File: config.mk
export PLATFORM = sky130hd
export DESIGN_NAME = uart_hex_loader
export DESIGN_NICKNAME = d
export VERILOG_FILES = /design/src/rtl/uart_hex_loader_pkg.sv /design/src/rtl/uart_hex_char_classify.sv /design/src/rtl/uart_hex_loader.sv
export SDC_FILE = /design/constraint.sdc
export NUM_CORES = 1
export LEC_CHECK = 0
export CORE_ASPECT_RATIO = 0.9
export CORE_MARGIN = 3
export CORE_UTILIZATION = 45
export CTS_BUF_LIST = sky130_fd_sc_hd__clkbuf_2 sky130_fd_sc_hd__clkbuf_4 sky130_fd_sc_hd__clkbuf_8
export DETAILED_ROUTE_END_ITERATION = 10
export PLACE_DENSITY = 0.7
export SETUP_SLACK_MARGIN = 0.5
export SLEW_MARGIN = 20
export SYNTH_ARGS = -nofsm -noshare
export SYNTH_HDL_FRONTEND = slang
export SYNTH_SLANG_ARGS = --single-unit
File: constraint.sdc
create_clock -name clock -period 2.5 [get_ports clock]
set_clock_uncertainty 0.1 [all_clocks]
set_input_delay 0.5 -clock clock [delete_from_list [all_inputs] [get_ports clock]]
set_output_delay 0.5 -clock clock [all_outputs]
set_load 0.005 [all_outputs]
File: src/rtl/uart_hex_loader_pkg.sv
// Shared types, ASCII constants and character-decode helpers for the hex loader.
package uart_hex_loader_pkg;

  typedef enum logic [2:0] {
    ST_IDLE = 3'd0,
    ST_ADDR = 3'd1,
    ST_DATA = 3'd2,
    ST_SKIP = 3'd3,
    ST_EMIT = 3'd4
  } state_t;

  localparam logic [7:0] ASCII_AT  = 8'h40;
  localparam logic [7:0] ASCII_SP  = 8'h20;
  localparam logic [7:0] ASCII_TAB = 8'h09;
  localparam logic [7:0] ASCII_CR  = 8'h0D;
  localparam logic [7:0] ASCII_LF  = 8'h0A;

  // A token holds at most one 32-bit word of hex digits.
  localparam logic [3:0] MAX_DIGITS = 4'd8;

  // Returns {is_hex, nibble}; nibble is zero for non-hex characters.
  function automatic logic [4:0] ascii_to_nibble(input logic [7:0] c);
    logic [4:0] r;
    r = 5'd0;
    if ((c >= 8'h30) && (c <= 8'h39)) begin
      r = {1'b1, c[3:0]};
    end else if (((c >= 8'h41) && (c <= 8'h46)) || ((c >= 8'h61) && (c <= 8'h66))) begin
      // 'A'/'a' have low nibble 1, so adding 9 yields 10..15
      r = {1'b1, c[3:0] + 4'd9};
    end else begin
      r = 5'd0;
    end
    return r;
  endfunction

  function automatic logic is_space(input logic [7:0] c);
    return (c == ASCII_SP) || (c == ASCII_TAB) || (c == ASCII_CR) || (c == ASCII_LF);
  endfunction

endpackage

File: src/rtl/uart_hex_char_classify.sv
// Combinational ASCII classifier: splits a received byte into the token classes the parser needs.
module uart_hex_char_classify
  import uart_hex_loader_pkg::*;
(
  input  logic [7:0] char_code,
  output logic       hex_digit,
  output logic       space_char,
  output logic       at_char,
  output logic [3:0] nibble
);

  logic [4:0] decode_s;

  // Decode the byte into class flags and its hex value.
  always_comb begin
    decode_s   = ascii_to_nibble(char_code);
    hex_digit  = decode_s[4];
    nibble     = decode_s[3:0];
    space_char = is_space(char_code);
    at_char    = (char_code == ASCII_AT);
  end

endmodule

File: src/rtl/uart_hex_loader.sv
// Parses a whitespace-separated ASCII hex stream ("@addr" and data words) from the
// UART receiver into 32-bit memory write requests with auto-incrementing address.
module uart_hex_loader
  import uart_hex_loader_pkg::*;
#(
  parameter logic [31:0] ADDR_INIT = 32'h0000_0000,
  parameter logic [31:0] ADDR_STEP = 32'd4
) (
  input  logic        clock,
  input  logic        reset_n,
  input  logic [7:0]  byte_data,
  input  logic        byte_ready,
  output logic        wr_valid,
  input  logic        wr_ready,
  output logic [31:0] wr_addr,
  output logic [31:0] wr_data,
  output logic        busy,
  output logic        format_error,
  output logic        overflow
);

  state_t      state_r;
  logic [31:0] acc_r;
  logic [3:0]  cnt_r;
  logic [31:0] address_r;
  logic        wr_valid_r;
  logic [31:0] wr_addr_r;
  logic [31:0] wr_data_r;
  logic        format_error_r;
  logic        overflow_r;

  logic        hex_s;
  logic        space_s;
  logic        at_s;
  logic [3:0]  nibble_s;
  state_t      idle_next_s;

  uart_hex_char_classify u_classify (
    .char_code  (byte_data),
    .hex_digit  (hex_s),
    .space_char (space_s),
    .at_char    (at_s),
    .nibble     (nibble_s)
  );

  // Next state for a byte seen at token start (IDLE, or EMIT in its handshake cycle).
  always_comb begin
    idle_next_s = ST_SKIP;
    if (hex_s) begin
      idle_next_s = ST_DATA;
    end else if (at_s) begin
      idle_next_s = ST_ADDR;
    end else if (space_s) begin
      idle_next_s = ST_IDLE;
    end else begin
      idle_next_s = ST_SKIP;
    end
  end

  // Parser FSM: token accumulation, address tracking, write handshake and sticky flags.
  always_ff @(posedge clock or negedge reset_n) begin
    if (!reset_n) begin
      state_r        <= ST_IDLE;
      acc_r          <= 32'd0;
      cnt_r          <= 4'd0;
      address_r      <= ADDR_INIT;
      wr_valid_r     <= 1'b0;
      wr_addr_r      <= ADDR_INIT;
      wr_data_r      <= 32'd0;
      format_error_r <= 1'b0;
      overflow_r     <= 1'b0;
    end else begin
      case (state_r)
        ST_IDLE: begin
          if (byte_ready) begin
            state_r <= idle_next_s;
            // '@' clears the accumulator (nibble is 0 then); a digit seeds it
            acc_r   <= {28'd0, nibble_s};
            cnt_r   <= hex_s ? 4'd1 : 4'd0;
            if (idle_next_s == ST_SKIP) begin
              format_error_r <= 1'b1;
            end
          end
        end
        ST_ADDR, ST_DATA: begin
          if (byte_ready) begin
            if (hex_s && (cnt_r < MAX_DIGITS)) begin
              acc_r <= {acc_r[27:0], nibble_s};
              cnt_r <= cnt_r + 4'd1;
            end else if (space_s) begin
              if (state_r == ST_ADDR) begin
                // An empty "@" token leaves the address alone
                if (cnt_r != 4'd0) begin
                  address_r <= {acc_r[31:2], 2'b00};
                end
                state_r <= ST_IDLE;
              end else begin
                wr_data_r  <= acc_r;
                wr_addr_r  <= address_r;
                wr_valid_r <= 1'b1;
                state_r    <= ST_EMIT;
              end
            end else begin
              // Ninth digit, stray '@' or illegal character: drop the whole token
              format_error_r <= 1'b1;
              state_r        <= ST_SKIP;
            end
          end
        end
        ST_SKIP: begin
          if (byte_ready && space_s) begin
            state_r <= ST_IDLE;
          end
        end
        ST_EMIT: begin
          if (wr_ready) begin
            wr_valid_r <= 1'b0;
            address_r  <= address_r + ADDR_STEP;
            state_r    <= ST_IDLE;
            // A byte landing on the handshake cycle starts the next token immediately
            if (byte_ready) begin
              state_r <= idle_next_s;
              acc_r   <= {28'd0, nibble_s};
              cnt_r   <= hex_s ? 4'd1 : 4'd0;
              if (idle_next_s == ST_SKIP) begin
                format_error_r <= 1'b1;
              end
            end
          end else if (byte_ready) begin
            overflow_r <= 1'b1;
          end
        end
        default: begin
          state_r    <= ST_IDLE;
          wr_valid_r <= 1'b0;
        end
      endcase
    end
  end

  assign wr_valid     = wr_valid_r;
  assign wr_addr      = wr_addr_r;
  assign wr_data      = wr_data_r;
  assign busy         = (state_r != ST_IDLE);
  assign format_error = format_error_r;
  assign overflow     = overflow_r;

endmodule

Word-level counts from Yosys, hierarchy flattened:

Cells that the tools add are included.

* word-level logic and storage cells: 112
* output and inout bits: 68
* input port bits: 12
* register bits after elaboration: 138

* add/sub/neg operators: 3
* bitwise logic cells: 4
* mux-type cells: 45
* equality and inequality tests: 21
* reductions and logical operators: 23
* order comparisons: 7

Operators by type and width (number)
* $mux W32: 10
* $pmux W32 S3: 1
* $pmux W32 S2: 1
* $add A32 B3 Y32 const B: 1
* $mux W3: 9
* $eq A8 B4 Y1 const B: 3
* $ne A2 B2 Y1 const B: 11
* $ge A8 B7 Y1 const B: 2
* $le A8 B7 Y1 const B: 2
* $mux W4: 4
* $reduce_and A5 Y1: 3
* $mux W1: 12
* $pmux W3 S4: 1
* $pmux W4 S3: 1
* $mux W5: 2
* $eq A3 B2 Y1 const B: 3
* $eq A8 B6 Y1 const B: 1
* $eq A8 B7 Y1 const B: 1
* $ge A8 B6 Y1 const B: 1
* $le A8 B6 Y1 const B: 1
* $reduce_and A7 Y1: 1
* $pmux W1 S3: 2
* $reduce_and A6 Y1: 1
* $reduce_bool A3 Y1: 2
* 15 further kinds: 27

Depth between registers and ports, before layout:

* depth in word-level cells: 12
* gate-level depth with buffers: 9
* gate-level depth less buffers: 7

Cells and area by module:

From an unflattened synthesis, not the netlist that was laid out.

* cell total of the unflattened synthesis: 600
* area total of the unflattened synthesis: 6461.2 µm²

By module, submodules not included
* uart_hex_loader: seq. area each 3353.2 µm², times used 1, area an instance 6214.7 µm², cells each 565
* uart_hex_char_classify: seq. area each 0.0 µm², times used 1, area an instance 246.5 µm², cells each 35

Worst setup path after synthesis:

Ideal clock, no wire load.

* path kind: input to register
* from: input port byte_data[0]
* to: register wr_addr_r[21] (netlist: wr_addr[21])
* setup time: 0.128 ns
* slack: 0.100 ns
* path buffers: 2
* data required time: 2.272 ns
* cell stages on the path: 8
* data arrival time: 2.172 ns
* path through: inv_1 ha_1 nor4bb_1 o31a_1 and4b_1 buf_4 buf_6 mux2_1

* longest elaborated chain between the ends: 8

RTL lines
* start, declared: line uart_hex_loader.sv:11 `input logic [7:0] byte_data,`
* $ge A8 B7 Y1 / $le A8 B7 Y1 (equally long branches): line uart_hex_loader_pkg.sv:27 `end else if (((c >= 8'h41) && (c <= 8'h46)) || ((c >= 8'h61) && (c <= 8'h66))) begin`
* $logic_and A1 B1 Y1: line uart_hex_loader_pkg.sv:27
* $logic_or A1 B1 Y1: line uart_hex_loader_pkg.sv:27
* $mux W5: line uart_hex_loader_pkg.sv:27
* $mux W5: line uart_hex_loader_pkg.sv:25 `if ((c >= 8'h30) && (c <= 8'h39)) begin`
* $logic_and A1 B1 Y1: line uart_hex_loader.sv:87 `if (hex_s && (cnt_r < MAX_DIGITS)) begin`
* $not A1 Y1 (no source line)
* $reduce_and A5 Y1 (no source line) (*)
* end signal, assigned: line uart_hex_loader.sv:99 `wr_addr_r <= address_r;`
* end, declared: line uart_hex_loader.sv:27 `logic [31:0] wr_addr_r;`

Every way passes the cells marked *; elsewhere a longest branch is shown, timed or not.
A chain may end at the register's enable or synchronous reset.

Worst setup path after layout:

* from: input port byte_data[1]
* to: register acc_r[16]

* longest elaborated chain between the ends: 8

RTL lines
* $ge A8 B7 Y1 / $le A8 B7 Y1 (equally long branches): line uart_hex_loader_pkg.sv:27
* $logic_and A1 B1 Y1: line uart_hex_loader_pkg.sv:27
* $logic_or A1 B1 Y1: line uart_hex_loader_pkg.sv:27
* $mux W5: line uart_hex_loader_pkg.sv:27
* $mux W5 (*): line uart_hex_loader_pkg.sv:25
* $logic_and A1 B1 Y1 (*): line uart_hex_loader.sv:87
* $ne A2 B2 Y1 (no source line) (*)
* $reduce_and A4 Y1 (no source line) (*)
* end signal, assigned: line uart_hex_loader.sv:78 `acc_r <= {28'd0, nibble_s};`
* end signal, assigned: line uart_hex_loader.sv:88 `acc_r <= {acc_r[27:0], nibble_s};`
* end signal, assigned: line uart_hex_loader.sv:123 `acc_r <= {28'd0, nibble_s};`
* end, declared: line uart_hex_loader.sv:23 `logic [31:0] acc_r;`

Marked as above.

==> summary.txt <==
CTS tree - built
ANT nets after route - 0
Synth cell types - 72
CP Class - in2reg
CP Launch Type - input pin
synthesized instance count - 541
mapped cell area - 0.006385 mm2
commonest non-fill, non-tap cell in the layout - dfrtp_1
DIE AREA - 0.01566 mm2
via count - 5,392
drt drc - 0
Post-DP HPWL - 11,320 um
Crit-path slowest cell - a2111oi_4
routability congestion estimate from global placement - 0.8566
final critical-path required period - 2055 ps
top_reg_cell synth - dfrtp_1
Leak - 4.101 nW
fill count - 993
pin count of the biggest net entering global routing - 58
share of layout cells above drive strength 1 - 37.64%
final net count - 727
register area - 0.003363 mm2
DR pass1 iterations - 8
clock transition at the registers of the reported paths - 70 ps
initial antenna violation count - 0
RSZ-0062 raised after global routing - true
status - completed
root buffer cell - clkbuf_8
first-pass GRT wire length - 28,400 um
Worst Hold Class - reg2reg
Setup-failing EPs final - 0
PnR Total Power - 6.211 mW
Starting Density - 46.90%
worst path cell trace - buf_6 > clkinvlp_4 > ha_4 > buf_6 > o21bai_4 > a2111oi_4 > a21oi_4 > buf_4 > nor4_4 > buf_4 > clkbuf_16 > a22o_1
period utilization - 82.20%
Buf/Inv on CP - 6
global route overflow - 0
max_cap viols - 0
Syn Area/Cell - 11.80 um2
min setup slack post-route - 445.0 ps
synthesis-to-finish area growth - 45.09%
number of synthesized flops with an enable pin - 0
area of the multi-input gates - 0.003292 mm2
Synth Register Bits - 134
row cnt - 40
WP data required - 2780 ps
Critical Path End Type - flop
clk sinks - 134
IO buf count - 77
delay-heaviest family, CP - buffers and inverters
die width - 131.6 um
Crit path largest cell delay - 400 ps
pwr/cell area - 670.5 mW/mm2
fmax - 0.4866 GHz
Die H - 119.0 um
CP max FO - 14
Inserted Clock Buffers - 17
Ports - 80
Async SR Flop Fraction - 100.0%
GRT Overall Usage - 22.83%
final-report max-slew violation count - 0
Ys Warns - 0
drt total wl - 19,150 um
initial DRC count - 559
CTS H-tree depth - 4
Seq/Total Area, Yosys - 52.52%
Final Hold Vio Count - 0
VDD IR max - 0.4904 mV
Skew-Pair Late Insertion Delay - 440 ps
pre-CTS setup slack - -553.2 ps
antenna diode count - 0
post-DR vias/cell - 5.932
CP arrival - 2330 ps
Core ar. - 0.01361 mm2
most frequent cells in the layout - dfrtp_1, buf_4, clkdlybuf4s50_1
fin util - 68.05%
WL/cell - 21.07 um
CTS max path bufs - 2
vias in the first global route - 5,306
## layout make-up
class	instances	area share, %
multi-input cells	352	35.53
repair buffers	184	20.75
clock buffers	23	3.147
inverters	19	0.8914
well taps	189	2.553
clock inverters	8	0.8239
flip-flops and latches	134	36.30
## sequential cells by signal, indices dropped and copies added (netlist names)
| signal | cells |
|---|---|
| wr_data | 32 |
| wr_addr | 30 |
| overflow | 1 |
| address_r | 30 |
| cnt_r | 4 |
| wr_valid | 1 |
| acc_r | 32 |
| state_r | 3 |
| format_error | 1 |
## cell usage after synthesis, drive strengths merged, types with 4 or more instances
library cell | number | area share (%)
nand2 | 36 | 2.1
o2bb2ai | 5 | 0.69
nor3 | 7 | 0.55
nor4 | 4 | 0.69
mux2 | 68 | 12
a21oi | 16 | 1.3
o32a | 4 | 0.63
a22o | 30 | 4.1
inv | 19 | 1.1
dfrtp | 134 | 53
and2 | 4 | 0.39
nand4 | 6 | 0.59
o21ai | 13 | 1.1
o22ai | 5 | 0.49
nor2 | 20 | 1.2
o31ai | 7 | 0.90
ha | 7 | 1.4
o211ai | 8 | 0.94
buf | 26 | 3.3
a22oi | 9 | 1.1
clkbuf | 11 | 0.65
nand3 | 16 | 1.3
o31a | 4 | 0.55
a31oi | 17 | 1.7
nor3b | 5 | 0.67
and3 | 4 | 0.39
## stage by stage
stage / cells / setup TNS [ps] / hold WS [ps] / instance area [um2]
CTS: 886 / 0 / 382.8 / 8631
finish: 909 / 0 / 376.9 / 9264
floorplan: 542 / 0 / 104.4 / 6556
global route: 909 / 0 / 402.8 / 9264
detailed placement: 823 / -53470 / 324.7 / 7752
global placement: 823 / -47200 / 317.9 / 7752
## routing by layer
| metal | routed length (um) | global-route usage [%] | part of all wire [%] |
|---|---|---|---|
| met5 | 0 | 0 | 0 |
| met4 | 331 | 7.677 | 1.7 |
| met3 | 1357 | 5.617 | 7.1 |
| met2 | 9038 | 34.76 | 47 |
| met1 | 8426 | 32.15 | 44 |
## worst min-delay path, stage by stage, from the launching register on
cell and delay, ps:
dfrtp_1 350, inv_1 40, o31ai_1 50
## worst paths after layout
| kind | startpoint | to | slack (ps) | depth (start not counted) |
|---|---|---|---|---|
| setup / recovery | byte_data[1] | acc_r[16] | 440 | 12 |
| hold / removal | format_error | format_error | 380 | 2 |
| setup reg to reg | state_r[1] | address_r[20] | 460 | 6 |
| hold reg to reg | format_error | format_error | 380 | 2 |
| max in group asynchronous | reset_n | address_r[12] | 1250 | 3 |
| min in group asynchronous | reset_n | wr_data[13] | 410 | 2 |
## cell families (layout without fill, tap and decap cells)
kind of cell	count (synthesis)	after routing	share of synthesized area, %
compound gates	148	148	17.89
flops	134	134	52.52
simple gates	123	123	10.48
mux	71	71	12.46
buf+inv	56	234	5.076
fa+ha+maj	7	7	1.372
other cells	1	2	0.05873
xor+xnor	1	1	0.1372
## what timing repair did
item                                   4_1_cts  5_1_grt
setup endpoints to repair                  134      130
gates resized for setup                     75       90
endpoints found under the hold margin       22        0
gates cloned                                 4        5
pin swaps                                   15       21
hold buffers                                 1        0
setup buffers                               27       18
## power by group
| part | switching, mW | internal [mW] | total, mW |
|---|---|---|---|
| clock | 0.817 | 0.872 | 1.69 |
| sequential | 0.323 | 2.41 | 2.74 |
| combinational | 0.868 | 0.916 | 1.78 |
| total | 2.01 | 4.20 | 6.21 |
Note: power is estimated with default switching activity, not from simulation.
